$ cat src/rtl/periph_bus_pkg.sv
// Shared definitions for the peripheral bus controller: FSM states and
// address field positions of the peripheral window.
package periph_bus_pkg;

    typedef enum logic [1:0] {
        ST_IDLE,
        ST_ACCESS,
        ST_DONE,
        ST_ERROR
    } state_e;

    localparam int PERIPH_BIT = 31;
    localparam int SLOT_HI    = 11;
    localparam int SLOT_LO    = 8;
    localparam int REG_HI     = 7;
    localparam int REG_LO     = 4;

    function automatic logic [31:0] mask_rdata(input logic [31:0] d, input logic narrow);
        return narrow ? {24'b0, d[7:0]} : d;
    endfunction

endpackage

$ cat src/rtl/periph_bus_ctrl_if.sv
// CPU-side and slot-side signals of the peripheral bus controller.
// The controller takes the slave modport; the CPU/peripheral side takes master.
interface periph_bus_ctrl_if #(
    parameter int NUM_PERIPH = 4
);
    logic [31:0]                  address;
    logic                         rw;
    logic                         ce;
    logic [31:0]                  data_from_mips;
    logic [NUM_PERIPH-1:0][31:0]  data_from_periph;
    logic [NUM_PERIPH-1:0]        periph_ready;
    logic [NUM_PERIPH-1:0]        ce_out;
    logic [NUM_PERIPH-1:0]        rw_out;
    logic [31:0]                  data_to_periph;
    logic [3:0]                   address_reg;
    logic [31:0]                  data_to_mips;
    logic                         stall;
    logic                         bus_error;

    modport slave (
        input  address, rw, ce, data_from_mips, data_from_periph, periph_ready,
        output ce_out, rw_out, data_to_periph, address_reg, data_to_mips, stall, bus_error
    );

    modport master (
        output address, rw, ce, data_from_mips, data_from_periph, periph_ready,
        input  ce_out, rw_out, data_to_periph, address_reg, data_to_mips, stall, bus_error
    );
endinterface

$ cat src/rtl/periph_timeout_counter.sv
// Counts ACCESS cycles and flags the last cycle allowed before abort.
// TIMEOUT=0 disables the limit; the count holds once expired so it never wraps.
module periph_timeout_counter #(
    parameter int TIMEOUT = 255
) (
    input  logic clk,
    input  logic rst,
    input  logic clear,
    input  logic enable,
    output logic expired
);
    localparam int CW = (TIMEOUT < 1) ? 1 : $clog2(TIMEOUT + 1);
    localparam logic [CW-1:0] LAST = CW'((TIMEOUT < 1) ? 0 : TIMEOUT - 1);

    logic [CW-1:0] count_q, count_d;

    assign expired = (TIMEOUT != 0) && (count_q == LAST);

    always_comb begin
        count_d = count_q;
        if (clear) begin
            count_d = '0;
        end else if (enable && (TIMEOUT != 0) && !expired) begin
            count_d = count_q + CW'(1);
        end
    end

    always_ff @(posedge clk) begin
        if (rst) begin
            count_q <= '0;
        end else begin
            count_q <= count_d;
        end
    end
endmodule

$ cat src/rtl/periph_bus_ctrl.sv
// Clocked bridge from the MIPS data port to up to 16 peripheral slots with
// ready handshake, CPU stall, timeout, bus error and per-slot read masking.
module periph_bus_ctrl
    import periph_bus_pkg::*;
#(
    parameter int          NUM_PERIPH  = 4,
    parameter logic [15:0] NARROW_MASK = 16'h0004,
    parameter logic [15:0] WO_MASK     = 16'h0008,
    parameter int          TIMEOUT     = 255
) (
    input  logic             clk,
    input  logic             rst,
    periph_bus_ctrl_if.slave bus
);
    state_e      state_q, state_d;
    logic [3:0]  slot_q, slot_d;
    logic        rw_q, rw_d;
    logic [3:0]  reg_q, reg_d;
    logic [31:0] wdata_q, wdata_d;
    logic [31:0] rdata_q, rdata_d;

    logic [3:0]  slot;
    logic        req, mapped, wo_read;
    logic        rdy_sel;
    logic [31:0] rdata_sel;
    logic        cnt_clear, cnt_expired;

    logic [NUM_PERIPH-1:0] ce_o, rw_o;
    logic [31:0] dtp_o, dtm_o;
    logic [3:0]  areg_o;
    logic        stall_o, err_o;

    logic unused_addr_bits;
    assign unused_addr_bits = &{1'b0, bus.address[30:12], bus.address[3:0]};

    // Request decode and the slot mux, which follows the latched slot only.
    always_comb begin
        slot      = bus.address[SLOT_HI:SLOT_LO];
        req       = bus.ce && bus.address[PERIPH_BIT];
        mapped    = int'(slot) < NUM_PERIPH;
        wo_read   = !bus.rw && WO_MASK[slot];
        rdy_sel   = 1'b0;
        rdata_sel = '0;
        for (int i = 0; i < NUM_PERIPH; i++) begin
            if (slot_q == 4'(i)) begin
                rdy_sel   = bus.periph_ready[i];
                rdata_sel = bus.data_from_periph[i];
            end
        end
    end

    always_comb begin
        state_d   = state_q;
        slot_d    = slot_q;
        rw_d      = rw_q;
        reg_d     = reg_q;
        wdata_d   = wdata_q;
        rdata_d   = rdata_q;
        cnt_clear = 1'b0;
        ce_o      = '0;
        rw_o      = '0;
        dtp_o     = '0;
        dtm_o     = '0;
        areg_o    = '0;
        stall_o   = 1'b0;
        err_o     = 1'b0;
        unique case (state_q)
            ST_IDLE: begin
                if (req) begin
                    if (!mapped) begin
                        err_o = 1'b1;
                    end else if (!wo_read) begin
                        stall_o   = 1'b1;
                        slot_d    = slot;
                        rw_d      = bus.rw;
                        reg_d     = bus.address[REG_HI:REG_LO];
                        wdata_d   = bus.data_from_mips;
                        cnt_clear = 1'b1;
                        state_d   = ST_ACCESS;
                    end
                end
            end
            ST_ACCESS: begin
                stall_o = 1'b1;
                for (int i = 0; i < NUM_PERIPH; i++) begin
                    ce_o[i] = (slot_q == 4'(i));
                    rw_o[i] = (slot_q == 4'(i)) && rw_q;
                end
                dtp_o  = rw_q ? wdata_q : '0;
                areg_o = reg_q;
                // Ready takes priority over a timeout landing on the same cycle.
                if (rdy_sel) begin
                    rdata_d = rw_q ? '0 : mask_rdata(rdata_sel, NARROW_MASK[slot_q]);
                    state_d = ST_DONE;
                end else if (cnt_expired) begin
                    state_d = ST_ERROR;
                end
            end
            ST_DONE: begin
                dtm_o   = rdata_q;
                state_d = ST_IDLE;
            end
            ST_ERROR: begin
                err_o   = 1'b1;
                state_d = ST_IDLE;
            end
            default: state_d = ST_IDLE;
        endcase
    end

    always_ff @(posedge clk) begin
        if (rst) begin
            state_q <= ST_IDLE;
            slot_q  <= '0;
            rw_q    <= 1'b0;
            reg_q   <= '0;
            wdata_q <= '0;
            rdata_q <= '0;
        end else begin
            state_q <= state_d;
            slot_q  <= slot_d;
            rw_q    <= rw_d;
            reg_q   <= reg_d;
            wdata_q <= wdata_d;
            rdata_q <= rdata_d;
        end
    end

    periph_timeout_counter #(
        .TIMEOUT (TIMEOUT)
    ) u_timeout (
        .clk     (clk),
        .rst     (rst),
        .clear   (cnt_clear),
        .enable  (state_q == ST_ACCESS),
        .expired (cnt_expired)
    );

    assign bus.ce_out         = ce_o;
    assign bus.rw_out         = rw_o;
    assign bus.data_to_periph = dtp_o;
    assign bus.address_reg    = areg_o;
    assign bus.data_to_mips   = dtm_o;
    assign bus.stall          = stall_o;
    assign bus.bus_error      = err_o;
endmodule

$ cat src/flat_wrapper.sv
// flat-port wrapper written by rule: the top's interface ports become plain ports
module periph_bus_ctrl_flat import periph_bus_pkg::*;
#(
    parameter int          NUM_PERIPH  = 4,
    parameter logic [15:0] NARROW_MASK = 16'h0004,
    parameter logic [15:0] WO_MASK     = 16'h0008,
    parameter int          TIMEOUT     = 255
)
  (clk, rst, bus_address, bus_rw, bus_ce, bus_data_from_mips, bus_data_from_periph, bus_periph_ready, bus_ce_out, bus_rw_out, bus_data_to_periph, bus_address_reg, bus_data_to_mips, bus_stall, bus_bus_error);
  periph_bus_ctrl_if #(.NUM_PERIPH(NUM_PERIPH)) bus_i ();
  input  logic clk;
  input  logic rst;
  input wire logic [$bits(bus_i.address)-1:0] bus_address;
  input wire logic [$bits(bus_i.rw)-1:0] bus_rw;
  input wire logic [$bits(bus_i.ce)-1:0] bus_ce;
  input wire logic [$bits(bus_i.data_from_mips)-1:0] bus_data_from_mips;
  input wire logic [$bits(bus_i.data_from_periph)-1:0] bus_data_from_periph;
  input wire logic [$bits(bus_i.periph_ready)-1:0] bus_periph_ready;
  output wire logic [$bits(bus_i.ce_out)-1:0] bus_ce_out;
  output wire logic [$bits(bus_i.rw_out)-1:0] bus_rw_out;
  output wire logic [$bits(bus_i.data_to_periph)-1:0] bus_data_to_periph;
  output wire logic [$bits(bus_i.address_reg)-1:0] bus_address_reg;
  output wire logic [$bits(bus_i.data_to_mips)-1:0] bus_data_to_mips;
  output wire logic [$bits(bus_i.stall)-1:0] bus_stall;
  output wire logic [$bits(bus_i.bus_error)-1:0] bus_bus_error;
  assign bus_i.address = bus_address;
  assign bus_i.rw = bus_rw;
  assign bus_i.ce = bus_ce;
  assign bus_i.data_from_mips = bus_data_from_mips;
  assign bus_i.data_from_periph = bus_data_from_periph;
  assign bus_i.periph_ready = bus_periph_ready;
  assign bus_ce_out = bus_i.ce_out;
  assign bus_rw_out = bus_i.rw_out;
  assign bus_data_to_periph = bus_i.data_to_periph;
  assign bus_address_reg = bus_i.address_reg;
  assign bus_data_to_mips = bus_i.data_to_mips;
  assign bus_stall = bus_i.stall;
  assign bus_bus_error = bus_i.bus_error;
  periph_bus_ctrl #(.NUM_PERIPH(NUM_PERIPH), .NARROW_MASK(NARROW_MASK), .WO_MASK(WO_MASK), .TIMEOUT(TIMEOUT)) u_core (.clk(clk), .rst(rst), .bus(bus_i));
endmodule
$ cat config.mk
export PLATFORM = sky130hd
export DESIGN_NAME = periph_bus_ctrl_flat
export DESIGN_NICKNAME = d
export VERILOG_FILES = /design/src/rtl/periph_bus_pkg.sv /design/src/rtl/periph_bus_ctrl_if.sv /design/src/rtl/periph_timeout_counter.sv /design/src/rtl/periph_bus_ctrl.sv /design/src/flat_wrapper.sv
export SDC_FILE = /design/constraint.sdc
export NUM_CORES = 1
export LEC_CHECK = 0
export CAP_MARGIN = 20
export CORE_UTILIZATION = 41
export DETAILED_ROUTE_END_ITERATION = 16
export GPL_TIMING_DRIVEN = 0
export PLACE_DENSITY = 0.95
export SLEW_MARGIN = 20
export SYNTH_ARGS = -nofsm -noshare
export SYNTH_HDL_FRONTEND = slang
export SYNTH_SLANG_ARGS = --single-unit
export TNS_END_PERCENT = 100
$ cat constraint.sdc
create_clock -name clk -period 5.8 [get_ports clk]
set_input_delay 1.16 -clock clk [delete_from_list [all_inputs] [get_ports clk]]
set_output_delay 1.16 -clock clk [all_outputs]
set_load 0.1 [all_outputs]
; Word-level counts from Yosys, hierarchy flattened
; Memory sizes are Yosys's and may differ from the RTL's. A register that Yosys moved wholly into a read port is not among the register bits.
; Cells that the tools add are included.
; W data, S select, Z words.
[classes]
bitwise_logic = 1
reduce_logical = 16
eq_ne = 11
order_cmp = 3
mux = 34
n_addsub = 1
[op_table]
columns = operator, count
row1 = $mux W32, 9
row2 = $mux W4, 5
row3 = $mux W1, 12
row4 = $lt A4 B5 Y1 const B, 2
row5 = $mux W2, 5
row6 = $add A8 B1 Y8 const B, 1
row7 = $eq A4 B2 Y1 const B, 2
row8 = $eq A8 B8 Y1 const B, 1
row9 = $reduce_and A4 Y1, 2
row10 = $logic_and A1 B1 Y1, 7
row11 = $pmux W2 S3, 1
row12 = $eq A2 B2 Y1 const B, 2
row13 = $eq A4 B1 Y1 const B, 1
row14 = $logic_not A4 Y1, 1
row15 = $lt A4 B3 Y1 const B, 1
row16 = $ne A2 B1 Y1 const B, 2
row17 = $pmux W1 S2, 2
row18 = $reduce_or A2 Y1, 2
row19 = $ne A3 B1 Y1 const B, 1
row20 = $eq A2 B1 Y1 const B, 1
row21 = $logic_not A1 Y1, 2
row22 = $logic_not A2 Y1, 1
row23 = $ne A2 B2 Y1 const B, 1
row24 = $reduce_and A2 Y1, 1
row25 = $not A1 Y1, 1
[word_totals]
wordCells = 75
out_inout_bits = 78
in_bits = 200
n_memories = 2
mem_bits_ro = 32
ff_bits = 83
[memory_table]
columns = name, depth, width, rd, rd_clocked_by_memory_dff, write_ports, line
row1 = (name not given), 16, 1, 1, 1, 0, periph_bus_ctrl.sv:93  ; rdata_d = rw_q ? '0 : mask_rdata(rdata_sel, NARROW_MASK[slot_q]);
row2 = (name not given), 16, 1, 1, 0, 0, periph_bus_ctrl.sv:41  ; wo_read = !bus.rw && WO_MASK[slot];

; Longest topological paths before layout
; Gate-level depths: netlist (run 1).
[logic_depth]
ltp_word = 8
ltp_mapped = 9
mapped_depth_nobuf = 6

; By module
; A second synthesis (run 1) with hierarchy kept.
[hier_totals]
cells_unflattened = 572
hier_area_um2 = 4684.5
[modules_own_cells]
columns = mod, area_each_um2, seq_area_each_um2, cells_per_inst, instances
row1 = periph_bus_ctrl, 4252.8, 1521.5, 522, 1
row2 = periph_timeout_counter, 431.7, 160.2, 50, 1

; Worst setup path before layout (run 1)
; Ideal clock, no wire load.
[synth_path]
path_type = reg2out
startpoint = reg u_core.slot_q[1]
endpoint = out bus_ce_out[2]
path_slack_ns = 1.298
path_stages_with_launch = 6
path_buffers = 3
t_required_ns = 4.640
t_arrival_ns = 3.342
path_cell_list = dfxtp_1 > clkbuf_1 > or3b_1 > clkbuf_1 > clkbuf_1 > nor3_1
[synth_between]
elab_chain_cells = 2
[synth_rtl]
columns = element, line
row1 = "start, declared", periph_bus_ctrl.sv:16  ; logic [3:0] slot_q, slot_d;
row2 = "start signal, assigned", periph_bus_ctrl.sv:121  ; slot_q <= slot_d;
row3 = $eq A4 B2 Y1, periph_bus_ctrl.sv:86  ; ce_o[i] = (slot_q == 4'(i));
row4 = $mux W4, periph_bus_ctrl.sv:67  ; unique case (state_q)
row5 = "end, declared", flat_wrapper.sv:19  ; output wire logic [$bits(bus_i.ce_out)-1:0] bus_ce_out;
; No other way between the ends.

; Worst setup path in the final report (run 1)
[layout_path]
startpoint = in bus_address[10]
endpoint = out bus_stall
[layout_between]
elab_chain_cells = 7
word_cells_on_any_way = 8
cone_classes = 1 x order compare / 5 x mux / 1 x reduce/logical / 1 x memory
[layout_rtl]
columns = element, line
row1 = "start, declared", flat_wrapper.sv:13  ; input wire logic [$bits(bus_i.address)-1:0] bus_address;
row2 = $mem_v2 Z16 W1, -
row3 = $mux W1 (implied by the code), periph_bus_ctrl.sv:41
row4 = $logic_and A1 B1 Y1, periph_bus_ctrl.sv:41
row5 = $mux W1, periph_bus_ctrl.sv:72  ; end else if (!wo_read) begin
row6 = $mux W1 (*), periph_bus_ctrl.sv:70  ; if (!mapped) begin
row7 = $mux W1 (*), periph_bus_ctrl.sv:69  ; if (req) begin
row8 = $pmux W1 S2 (*), periph_bus_ctrl.sv:67
row9 = "end, declared", flat_wrapper.sv:24  ; output wire logic [$bits(bus_i.stall)-1:0] bus_stall;
; Every way passes the cells marked *; elsewhere a longest branch is shown, timed or not. The select of a mux whose other input is x is not followed.

==> metrics.cfg, run 1 <==
[clock_network]
cts_resized = 0
cts.sink_count = 84
clk_path_buf_depth = 2
path_clk_slew_ps = 90
postCtsSetupRepairBufs = 0
cts_tree = built
ctsHoldBuffers = 0
cts_buffers = 9
h-tree-depth = 3
clock_latency_ps = 360
root_buffer = clkbuf_8

[grt]
antenna_found_initial = 0
grt_usage_pct = 27.8
grt_overflow = 0
grt_pass1_wl_mm = 24.9
grt_max_degree = 16
grt_pass1_vias = 5074

[routing]
via_per_inst = 5.24
drc_errors = 0
dr.pass1.iters = 4
m1WireLength_mm = 6.31
routed-wl-met3_mm = 1.26
vias = 5074
drt_iter0_markers = 281
ant_nets = 0
top_layer_used = met4
wl_met2_mm = 8.48
wl_per_cell_um = 17.1
drt-total-wl_mm = 16.6

[min_path]
min_delay_path_depth = 2
hold_class = flop to flop

[sta]
rsz0062_at_grt = no
final-setup-viol-count = 0
setup_tns_ps = 0
maxSlewViolCount = 0
layout_worst_path_cycle_share_pct = 83.1
hold_viol_final = 0
period_minus_slack_ps = 4820
skew_ps = 14.2
tightest_slew_ps = 1050
fmax_mhz = 207
slew_headroom_pct = 29.7

[final_layout]
layout-area-overhead-vs-synth_pct = 63.5
diodes = 0
nFillCells = 863
drive_gt1_share_pct = 3.50
multi_input_area_um2 = 2650
postLayoutCellArea_um2 = 7510
layout.nets = 1029
seq_area_um2 = 1680

[floorplanning]
die_h_um = 108
die_x_um = 108
rows = 38
start_util_pct = 42.2
coreArea_um2 = 10900
die_area_um2 = 11600
io_pins = 278

[critical_path]
cp_common_cell = clkdlybuf4s50_1
arrival_ps = 3660
ff2ff_path_depth = 8
worst-setup-path-type = input pin to primary output
slowest_stage = clkdlybuf4s50_1
cp_num_cells = 6
path_max_fanout = 10
worstSetupEndpointType = primary output
cp_num_buf_inv = 3
cp.required_ps = 4640
critical-path-top-delay-family = buffers and inverters
critPathMaxStageDelay_ps = 1130
startpoint_type = input pin
path_cells = clkdlybuf4s50_1, nor2_1, nand3_1, clkbuf_1, nand2_1, clkdlybuf4s50_1

[placement]
place_congestion = 0.872
hpwl_mm = 13.0
post_dp_cell_area_um2 = 7300
io_buffers = 253

[synthesis]
synthAdderAreaFrac_pct = 1.63
yosys.area_share.xor_xnor_pct = 0.762
synthDistinctLibCells = 39
synth.cell_area_um2 = 4600
synth_top_family_by_area = simple AND/OR/NAND/NOR gates
ys_seq_area_share_pct = 36.6
post_synth.cell_area_avg_um2 = 8.22
synth-seq-cells = 84
netlist_instances = 559
synth_nets = 765
synth_edf_count = 0
async_reset_ff_share_pct = 0
yosysWarnings = 0
synth_mux_area_share_pct = 11.8
synthFlopType = dfxtp_1
synth-compound-area-share_pct = 19.8
synth-simple-area-share_pct = 23.7

[power]
irDropWorstVdd_mv = 0.139
seqPwrFrac_pct = 39.6
combPwrFrac_pct = 33.5
p_leak_nw = 2.75
pwr-share-clk_pct = 26.9
powerDensity_nw_per_um2 = 218
p_int_mw = 1.07
p_sw_mw = 0.568
sw_frac_of_total_pct = 34.6

[status]
status = completed

[flow_run]
drv_cap = 0

-- worst reg2reg max path, cell delays in order (launching register included) --
cell and delay, ps:
dfxtp_1 340, inv_1 100, ha_1 140, buf_2 210
or4b_1 490, o221a_1 270, clkbuf_1 180, buf_2 240
a22o_1 250
-- sequential cells by signal, summed over array words and instances, names as in the netlist, named ones only --
name,cells
u_core.rdata_q,32
u_core.wdata_q,32
u_core.u_timeout.count_q,8
u_core.reg_q,4
u_core.slot_q,4
u_core.state_q,2
u_core.rw_q,1
-- synth_stat cells, types with 4 or more instances --
| cell | number | area, um^2 |
|---|---|---|
| nor2b_1 | 15 | 93.8 |
| a22o_1 | 32 | 280 |
| o21ai_0 | 4 | 20.0 |
| nand2_1 | 85 | 319 |
| o22ai_1 | 19 | 119 |
| mux2i_1 | 54 | 541 |
| a21oi_1 | 58 | 290 |
| nand3_1 | 4 | 20.0 |
| and2_1 | 36 | 225 |
| inv_1 | 11 | 41.3 |
| ha_1 | 6 | 75.1 |
| nor2_1 | 15 | 56.3 |
| a211oi_1 | 16 | 120 |
| and3_1 | 38 | 238 |
| clkbuf_1 | 39 | 146 |
| buf_2 | 8 | 40.0 |
| dfxtp_1 | 84 | 1680 |
| nor3_1 | 4 | 20.0 |
-- final cells by class --
type / count / area share, %
Timing Repair Buffer: 253 / 33.7
Buffer: 51 / 2.98
Multi-Input combinational cell: 413 / 35.3
Inverter: 11 / 0.550
Sequential cell: 84 / 22.4
Clock buffer: 10 / 1.83
Tap cell: 140 / 2.33
Clock inverter: 6 / 0.949
-- final timing paths --
kind,startpoint,to,slack (ps)
worst max register to register,u_core.state_q[1]$_SDFFE_PP0P_,u_core.rdata_q[16]$_SDFFE_PP0P_,3480
worst max-delay path,bus_address[10],bus_stall,980
worst min register to register,u_core.wdata_q[17]$_SDFFE_PP0N_,u_core.wdata_q[17]$_SDFFE_PP0N_,450
worst min-delay path,u_core.wdata_q[17]$_SDFFE_PP0N_,u_core.wdata_q[17]$_SDFFE_PP0N_,450
-- cells by family after synthesis --
kind of cell / after synthesis
fa+ha+maj: 6
xor+xnor: 4
buf+inv: 62
compound gates: 139
simple gates: 210
mux: 54
flops: 84
-- power groups by stage --
stage	clock [mW]	sequential, mW	combinational (mW)
after floorplan	0	0.655	0.325
after global placement	0	0.659	0.537
after detailed placement	0	0.662	0.546
after CTS	0.451	0.649	0.549
after global routing	0.475	0.655	0.586
final	0.442	0.649	0.550
-- layout by cell type, fill, tap and decap left out, drive strengths merged, types with 4 or more instances in the layout --
| master | netlist | layout |
|---|---|---|
| nand3 | 4 | 4 |
| dfxtp | 84 | 84 |
| inv | 11 | 13 |
| buf | 12 | 12 |
| mux2i | 54 | 54 |
| nand2 | 85 | 85 |
| clkbuf | 39 | 49 |
| a211oi | 16 | 16 |
| and3 | 38 | 38 |
| o21ai | 5 | 5 |
| nor3 | 5 | 5 |
| nor2 | 15 | 15 |
| o22ai | 19 | 19 |
| and2 | 36 | 36 |
| clkdlybuf4s50 | 0 | 253 |
| nor2b | 15 | 15 |
| ha | 6 | 6 |
| a22o | 32 | 32 |
| a21oi | 58 | 58 |
-- through the flow --
stage / utilization (%) / worst slack (ps) / std cells / power, mW / hold WS, ps
after floorplan: - / 1300 / 559 / 0.980 / 432
after global placement: 67.1 / 968 / 952 / 1.20 / 437
after detailed placement: 67.1 / 970 / 952 / 1.21 / 444
after CTS: 69.0 / 960 / 968 / 1.65 / 456
after global routing: 69.0 / 831 / 968 / 1.72 / 478
final: 69.0 / 980 / 968 / 1.64 / 454
-- metal layers --
layer / vias to the layer above / GRT usage, %
met3: 38 / 6.42
met1: 2339 / 28.6
met2: 201 / 52.9
li1: 2496 / -
met4: 0 / 12.7
met5: - / 0
Note: power is estimated with default switching activity, not from simulation.
==> inputs of run 2 (changes only) <==
CORE_UTILIZATION = 34   (was 41)
PLACE_DENSITY = 0.86   (was 0.95)
clock period = 4.1 ns   (was 5.8 ns; I/O delays follow)
==> run 2 against run 1 <==
- cell count grew 3.6%
- cell area is 1.7% higher
- combinational power increased by 41%
- total power is 52% higher
- sequential cell count unchanged
- die area up 20%
- register-to-register slack worse by 1700 ps
- via count stayed put
- clock skew is 5.6 ps lower
- sequential share of layout area shrank 0.37 points
- global-route usage down 3.9 points
- hold slack got worse by 3.7 ps
- largest power group unchanged
- highest routed layer unchanged
==> metrics.cfg, run 2 (same netlist as run 1, synthesis figures left out) <==
[clock_network]
cts_resized = 4  ; +4
path_clk_slew_ps = 60  ; -30 ps
cts_tree = built
cts_buffers = 9  ; unchanged
cts.sink_count = 84  ; unchanged
clk_path_buf_depth = 2  ; unchanged
root_buffer = clkbuf_16
clock_latency_ps = 330  ; -30 ps
ctsHoldBuffers = 0  ; unchanged
h-tree-depth = 3  ; unchanged
postCtsSetupRepairBufs = 0  ; unchanged

[sta]
rsz0062_at_grt = no
hold_viol_final = 0  ; unchanged
period_minus_slack_ps = 3980
final-setup-viol-count = 0  ; unchanged
slew_headroom_pct = 30.8  ; +1.1 points
maxSlewViolCount = 0  ; unchanged
skew_ps = 8.60  ; -5.59 ps
fmax_mhz = 251
tightest_slew_ps = 1030  ; -16.0 ps
layout_worst_path_cycle_share_pct = 97.1

[status]
status = completed

[final_layout]
diodes = 0  ; unchanged
reg.largest.list = u_core.rdata_q: 32 flops, u_core.wdata_q: 32 flops, u_core.u_timeout.count_q: 8 flops
layout-area-overhead-vs-synth_pct = 66.2
layout.nets = 1029  ; unchanged
final_core_util_pct = 57.9  ; -11 points
final_cell_mix = 248 x clkdlybuf4s50_1, 85 x nand2_1, 84 x dfxtp_1
drive_gt1_share_pct = 3.26  ; -0.24 points
postLayoutCellArea_um2 = 7640  ; +1.7%
final_common_cell = clkdlybuf4s50_1

[power]
p_leak_nw = 2.83  ; +2.7%
powerDensity_nw_per_um2 = 328  ; +50%
irDropWorstVdd_mv = 0.167  ; +21%

[critical_path]
worst-setup-path-type = input pin to primary output
cp.required_ps = 3280  ; -1360 ps
arrival_ps = 3160  ; -500 ps
r2r_setup_slack_ps = 1760  ; -1720 ps
ff2ff_path_depth = 8  ; unchanged
path_max_fanout = 10  ; unchanged
worstSetupEndpointType = primary output
startpoint_type = input pin

[routing]
dr.pass1.iters = 5  ; +1
drt_iter0_markers = 253  ; -10%
wl_per_cell_um = 16.7  ; -2.7%
via_per_inst = 5.06  ; -3.5%
drc_errors = 0  ; unchanged
ant_nets = 0  ; unchanged
drt-total-wl_mm = 16.7  ; +0.81%
vias = 5074  ; unchanged

[floorplanning]
rows = 42  ; +11%
io_pins = 278  ; unchanged
start_util_pct = 34.8  ; -7.4 points
die_x_um = 118  ; +9.6%
die_h_um = 118  ; +9.6%
die_area_um2 = 14000  ; +20%
coreArea_um2 = 13200  ; +21%

[grt]
grt_pass1_wl_mm = 26.1  ; +5.1%
antenna_found_initial = 0  ; unchanged
grt_max_degree = 14  ; -2
grt_usage_pct = 23.9  ; -3.9 points
grt_overflow = 0  ; unchanged
grt_pass1_vias = 5033  ; -0.81%

[min_path]
hold_class = flop to flop
min_delay_path_depth = 2  ; unchanged

[placement]
post_dp_cell_area_um2 = 7350  ; +0.62%
place_congestion = 0.854  ; -2.1%
hpwl_mm = 12.9  ; -1.2%
io_buffers = 253  ; unchanged

[flow_run]
drv_cap = 0  ; unchanged

==> run 2: worst paths after layout <==
check | from | to
worst min register to register | u_core.wdata_q[24]$_SDFFE_PP0N_ | u_core.wdata_q[24]$_SDFFE_PP0N_
worst max-delay path | bus_address[10] | bus_stall
worst min-delay path | u_core.wdata_q[24]$_SDFFE_PP0N_ | u_core.wdata_q[24]$_SDFFE_PP0N_
worst max register to register | u_core.state_q[1]$_SDFFE_PP0P_ | u_core.rdata_q[10]$_SDFFE_PP0P_
==> run 2: metal layers <==
| layer | routed length (um) | vias to the layer above | global-route usage (%) | share of wire [%] |
|---|---|---|---|---|
| li1 | - | 2501 | - | - |
| met1 | 6570 | 2352 | 25.7 | 39 |
| met2 | 8490 | 201 | 43.8 | 51 |
| met3 | 1330 | 20 | 6.61 | 7.9 |
| met4 | 335 | 0 | 9.46 | 2.0 |
| met5 | 0 | - | 0 | 0 |
==> run 2: where the power goes <==
part           internal (mW)  switching [mW]  leakage (nW)  total, mW
registers              0.884          0.0351         0.680      0.919
clock network          0.485           0.324         0.138      0.808
logic                  0.329           0.446          2.01      0.775
total                   1.70           0.805          2.83       2.50
==> run 2: cell type report <==
type                       instances  area, um^2
fill                            1188        5550
multi-input combinational        413        2650
timing repair buffer             253        2530
sequential                        84        1680
clock buffer                      11         243
buffer                            51         224
tap                              176         220
clock inverter                     4        50.0
inverter                          11        41.3
==> run 2: critical path, stage by stage <==
cell,delay [ps]
clkdlybuf4s50_1,420
nor2_1,290
nand3_1,320
clkbuf_1,320
nand2_1,130
dlygate4sd2_1,850
==> run 2: per-stage QoR <==
step	instances	worst slack, ps	power, mW	hold WS [ps]	setup TNS [ps]
2_1_floorplan	559	-62.0	1.39	432	-124
4_1_cts	1003	0.909	2.53	452	0
6_report	1003	120	2.50	451	0
5_1_grt	1003	14.1	2.63	467	0
3_5_place_dp	988	-140	1.71	443	-140
3_3_place_gp	988	-127	1.70	437	-127
==> inputs of run 3 (changes only) <==
CORE_ASPECT_RATIO = 1.25   (was default)
GPL_ROUTABILITY_DRIVEN = 0   (was default)
PLACE_DENSITY = 0.79   (was 0.86)
==> run 3 against run 2 <==
- first-iteration DRC count down 30%
- clock skew down 2.5 ps
- cell area up 0.56%
- non-clock buffer count unchanged
- combinational power about the same
- sequential cell count unchanged
- clock power up 15%
- critical endpoint unchanged
- total power up 5.0%
- sequential power about the same
- sequential share of layout area down 0.12 points
- worst setup slack better by 60 ps
- cell count down 0.40%
==> metrics.cfg, run 3 (same netlist as run 1, synthesis figures left out) <==
[clock_network]
h-tree-depth = 3  ; unchanged
cts_tree = built
cts_resized = 5  ; +1
postCtsSetupRepairBufs = 0  ; unchanged
clk_path_buf_depth = 2  ; unchanged
cts.sink_count = 84  ; unchanged
ctsHoldBuffers = 0  ; unchanged
root_buffer = clkbuf_16
cts_buffers = 9  ; unchanged
clock_latency_ps = 330  ; about the same
path_clk_slew_ps = 60  ; about the same

[routing]
wl_per_cell_um = 16.8  ; +0.77%
drt-total-wl_mm = 16.8  ; +0.37%
drc_errors = 0  ; unchanged
vias = 5034  ; -0.79%
via_per_inst = 5.04  ; -0.39%
ant_nets = 0  ; unchanged
dr.pass1.iters = 5  ; unchanged
drt_iter0_markers = 176  ; -30%

[final_layout]
layout.nets = 1029  ; unchanged
reg.largest.list = u_core.rdata_q: 32 flops, u_core.wdata_q: 32 flops, u_core.u_timeout.count_q: 8 flops
diodes = 0  ; unchanged
final_cell_mix = 246 x clkdlybuf4s50_1, 85 x nand2_1, 84 x dfxtp_1
layout-area-overhead-vs-synth_pct = 67.1
drive_gt1_share_pct = 3.38  ; +0.12 points
final_common_cell = clkdlybuf4s50_1
nFillCells = 1255  ; +5.6%
postLayoutCellArea_um2 = 7680  ; +0.56%

[grt]
grt_overflow = 0  ; unchanged
antenna_found_initial = 0  ; unchanged
grtUsageMet1_pct = 25.5  ; -0.23 points
grt_usage_pct = 23.8  ; -0.060 points
use_met3_pct = 8.35  ; +1.7 points
top_usage_layer = met2
grt_max_degree = 15  ; +1
grt_pass1_wl_mm = 25.8  ; -1.1%
grt_pass1_vias = 5011  ; -0.44%
met2_usage_pct = 43.6  ; -0.18 points

[sta]
maxSlewViolCount = 0  ; unchanged
layout_worst_path_cycle_share_pct = 95.6  ; -1.5 points
hold_viol_final = 0  ; unchanged
tightest_slew_ps = 1070  ; +32.4 ps
slew_headroom_pct = 28.6  ; -2.2 points
fmax_mhz = 255  ; +1.5%
period_minus_slack_ps = 3920  ; -59.6 ps
final-setup-viol-count = 0  ; unchanged
setup_slack_ps = 180  ; +59.6 ps
hold_ws_ps = 449  ; -1.23 ps
skew_ps = 6.08  ; -2.52 ps
rsz0062_at_grt = no

[floorplanning]
start_util_pct = 34.7  ; -0.11 points
die_h_um = 132  ; +12%
die_x_um = 106  ; -10%
die_area_um2 = 14000  ; about the same
io_pins = 278  ; unchanged
coreArea_um2 = 13200  ; +0.31%
rows = 47  ; +12%

[placement]
io_buffers = 253  ; unchanged
hpwl_mm = 13.1  ; +2.2%
post_dp_cell_area_um2 = 7340  ; about the same
pre_cts_ws_ps = -124  ; +15.8 ps

[critical_path]
arrival_ps = 3100  ; -60 ps
path_max_fanout = 10  ; unchanged
cp.required_ps = 3280  ; about the same
worstSetupEndpointType = primary output
worst-setup-path-type = input pin to primary output
startpoint_type = input pin

[status]
status = completed

[power]
powerDensity_nw_per_um2 = 342  ; +4.4%
p_leak_nw = 2.87  ; +1.6%
irDropWorstVdd_mv = 0.269  ; +61%

[min_path]
hold_class = flop to flop

[flow_run]
drv_cap = 0  ; unchanged

[run 3: cell count changes in the layout (fill, tap and decap cells not counted), sizes merged]
cell           before  now
bufinv              1    3
clkbuf             50   49
inv                11   12
dlygate4sd2         4    5
clkinvlp            2    1
clkdlybuf4s50     248  246
dlymetal6s2s        1    2
[run 3: cell type report]
type	count	area (um^2)	share of cell area (%)
buffer	51	224	2.92
clock buffer	10	229	2.98
clock inverter	6	111	1.45
inverter	11	41.3	0.538
multi-input combinational	413	2650	34.5
sequential	84	1680	21.9
tap	171	214	2.79
timing repair buffer	253	2530	33.0
[run 3: critical path: stages]
cell	delay, ps
clkdlybuf4s50_1	430
nor2_1	270
nand3_1	290
clkbuf_1	310
nand2_1	120
dlygate4sd2_1	850
[run 3: report_power, final]
part           switching [mW]  internal (mW)
Combinational           0.448          0.328
Sequential             0.0344          0.884
Clock                   0.336          0.597
Total                   0.818           1.81
[run 3: routing by layer]
| metal | routed length, um | part of all wire, % | vias up |
|---|---|---|---|
| met2 | 8420 | 50 | 190 |
| met3 | 1550 | 9.2 | 19 |
| met4 | 323 | 1.9 | 0 |
| met1 | 6500 | 39 | 2322 |
| li1 | - | - | 2503 |
| met5 | 0 | 0 | - |
[run 3: stage by stage]
stage / utilization [%] / power [mW] / std cells / setup TNS [ps]
after floorplan: - / 1.39 / 559 / -124
after global placement: 55.5 / 1.71 / 983 / -117
after detailed placement: 55.5 / 1.72 / 983 / -124
after CTS: 58.0 / 2.65 / 999 / 0
after global routing: 58.1 / 2.76 / 999 / 0
final: 58.1 / 2.63 / 999 / 0
[run 3: worst paths after layout]
path              cells past startpoint                        endpoint                      startpoint  slack (ps)
setup reg to reg                      8  u_core.rdata_q[9]$_SDFFE_PP0P_  u_core.state_q[1]$_SDFFE_PP0P_        1720
hold reg to reg                       2  u_core.wdata_q[7]$_SDFFE_PP0N_  u_core.wdata_q[7]$_SDFFE_PP0N_         450
setup / recovery                      6                       bus_stall                 bus_address[10]         180
hold / removal                        2  u_core.wdata_q[7]$_SDFFE_PP0N_  u_core.wdata_q[7]$_SDFFE_PP0N_         450
==> edit, RTL diff (settings of run 3) <==
`NUM_PERIPH` is set to 4 in 3 places; all go to 5.
--- a/src/rtl/periph_bus_ctrl_if.sv
+++ b/src/rtl/periph_bus_ctrl_if.sv
@@ -3,3 +3,3 @@
 interface periph_bus_ctrl_if #(
-    parameter int NUM_PERIPH = 4
+    parameter int NUM_PERIPH = 5
 );
--- a/src/rtl/periph_bus_ctrl.sv
+++ b/src/rtl/periph_bus_ctrl.sv
@@ -5,3 +5,3 @@
 #(
-    parameter int          NUM_PERIPH  = 4,
+    parameter int          NUM_PERIPH  = 5,
     parameter logic [15:0] NARROW_MASK = 16'h0004,
--- a/src/flat_wrapper.sv
+++ b/src/flat_wrapper.sv
@@ -3,3 +3,3 @@
 #(
-    parameter int          NUM_PERIPH  = 4,
+    parameter int          NUM_PERIPH  = 5,
     parameter logic [15:0] NARROW_MASK = 16'h0004,
Ports: changed (resized bus_ce_out, bus_data_from_periph, bus_periph_ready and bus_rw_out); port bits go from 278 to 313. No check against the original RTL was run, so the function may have changed too.
==> edit against run 3 <==
Sequential cell count unchanged; largest power group is now combinational logic; worst setup slack got worse by 0.0075 ns; fmax down 0.19%; via count grew 19%; power up 8.7%; design area is 13% higher; synthesized area grew 14%; largest cell class is now multi-input combinational cells; routed wire length is 19% higher.
==> edit: results (changes against run 3) <==
status: "complete, no violations"
cts_buffers: 9  # unchanged
ys_top_cells_by_count: "nand2_1 (108), dfxtp_1 (84), a21oi_1 (76)"
syn_nets: 923  # +21%
netlist_instances: 684  # +22%
path_clk_slew_ns: 0.06  # about the same
leakage_uw: 0.00312  # +8.7%
grt.total_usage: 0.246  # +0.00770
synth_async_sr_flop_share: 0  # unchanged
grt_pass1_vias: 5842  # +17%
ir_drop_uv: 218  # -19%
pre_cts_ws_ns: -0.384  # -0.260 ns
drt_iter0_drc: 226  # +28%
yosys_warnings: 0  # unchanged
antenna_found_initial: 0  # unchanged
grt_pass1_wl_mm: 30.3  # +17%
worstPathMaxFanout: 10  # unchanged
ys_top_cells_by_area: "dfxtp_1 (32%), mux2i_1 (12%), nand2_1 (7.8%), a21oi_1 (7.3%), and2_1 (4.6%)"
clk_latency_ns: 0.34
grt_max_degree: 16  # +1
clock_path_buffers: 2  # unchanged
skew_ns: 0.00669  # +0.000606 ns
post-place-cells: 1155  # +17%
root_buffer: "clkbuf_16"
cap_viol_max_count: 0  # unchanged
setup-tns-final_ns: 0  # unchanged
drt_pre_antenna_iters: 4  # -1
top_regs: "u_core.rdata_q: 32 flops, u_core.wdata_q: 32 flops, u_core.u_timeout.count_q: 8 flops"
wl_per_cell_um: 17.1  # +1.7%
min_path_type: "flop to flop"
drt_wl_total_mm: 20.0  # +19%
via_per_inst: 5.11  # +1.4%
dpl_cell_area_um2: 8340  # +14%
drive_above_1_share: 0.0475  # +0.0137
dp.final_hpwl_mm: 15.7  # +19%
htree_levels: 3  # unchanged
worst_slew_pin_slew_ns: 1.02  # -0.0432 ns
port_buffers: 289  # +14%
arrival_ns: 3.11  # about the same
ys_seq_area_frac: 0.322  # -0.0438
n_antenna_cell: 0  # unchanged
netlist-cell-type-count: 49  # +26%
cts_setup_buffers: 0  # unchanged
==> edit: cell count changes after synthesis, sizes merged, moves of 19 or more <==
| cell | run 3 | this run |
|---|---|---|
| nor2 | 15 | 53 |
| nand2b | 0 | 35 |
| a22o | 32 | 0 |
| nand2 | 85 | 109 |
| o21ai | 5 | 27 |
| o22ai | 19 | 0 |
==> edit: layer usage <==
| layer | up-vias | global-route usage | wire, um |
|---|---|---|---|
| li1 | 2977 | - | - |
| met1 | 2751 | 0.274 | 8070 |
| met2 | 223 | 0.447 | 10000 |
| met4 | 0 | 0.0807 | 443 |
| met5 | - | 0 | 0 |
| met3 | 31 | 0.0679 | 1460 |
==> edit: cell families (layout without fill, tap and decap cells) <==
kind of cell | Yosys count | count (layout) | share of synthesized area
xor+xnor | 5 | 5 | 0.00839
fa+ha+maj | 6 | 6 | 0.0144
buf+inv | 74 | 379 | 0.0616
flops | 84 | 84 | 0.322
mux | 64 | 64 | 0.123
compound gates | 160 | 160 | 0.191
simple gates | 291 | 291 | 0.280
==> edit: final cells by class <==
type / count / area [um^2]
well taps: 182 / 228
multi-input cells: 526 / 3220
fillers: 1428 / 6350
clock inverters: 7 / 100
plain buffers: 63 / 280
clock buffers: 9 / 225
inverters: 11 / 41.3
flip-flops and latches: 84 / 1680
repair buffers: 289 / 2890
==> edit: critical path, cell delays in order <==
cell             delay [ns]
clkdlybuf4s50_1        0.54
and4bb_1               0.24
nor4b_4                0.33
nand2_2                0.20
clkbuf_1               0.27
nand2_1                0.13
clkdlybuf4s15_2        0.58
==> edit: path summary, 6_finish.rpt <==
kind	from	end	slack [ns]	cells past startpoint
setup / recovery	bus_address[10]	bus_stall	0.17	7
hold / removal	u_core.wdata_q[31]$_SDFFE_PP0N_	u_core.wdata_q[31]$_SDFFE_PP0N_	0.45	2
setup reg to reg	u_core.state_q[1]$_SDFFE_PP0P_	u_core.rdata_q[8]$_SDFFE_PP0P_	1.49	7
hold reg to reg	u_core.wdata_q[31]$_SDFFE_PP0N_	u_core.wdata_q[31]$_SDFFE_PP0N_	0.45	2
==> edit: timing repair <==
| item | in CTS | in global routing |
|---|---|---|
| resized for setup | 14 | 9 |
| endpoints found under the setup margin | 8 | 5 |
| cloned | 0 | 0 |
==> edit: per-stage QoR <==
step / power, uW / util
global route: 3000 / 0.577
finish: 2850 / 0.577
detailed placement: 1990 / 0.556
CTS: 2880 / 0.577
global placement: 1970 / 0.556
floorplan: 1570 / -
==> edit: where the power goes <==
group / internal, uW / switching (uW) / total (uW)
Combinational: 423 / 600 / 1020
Sequential: 896 / 44.6 / 940
Clock: 537 / 354 / 891
Total: 1860 / 999 / 2850
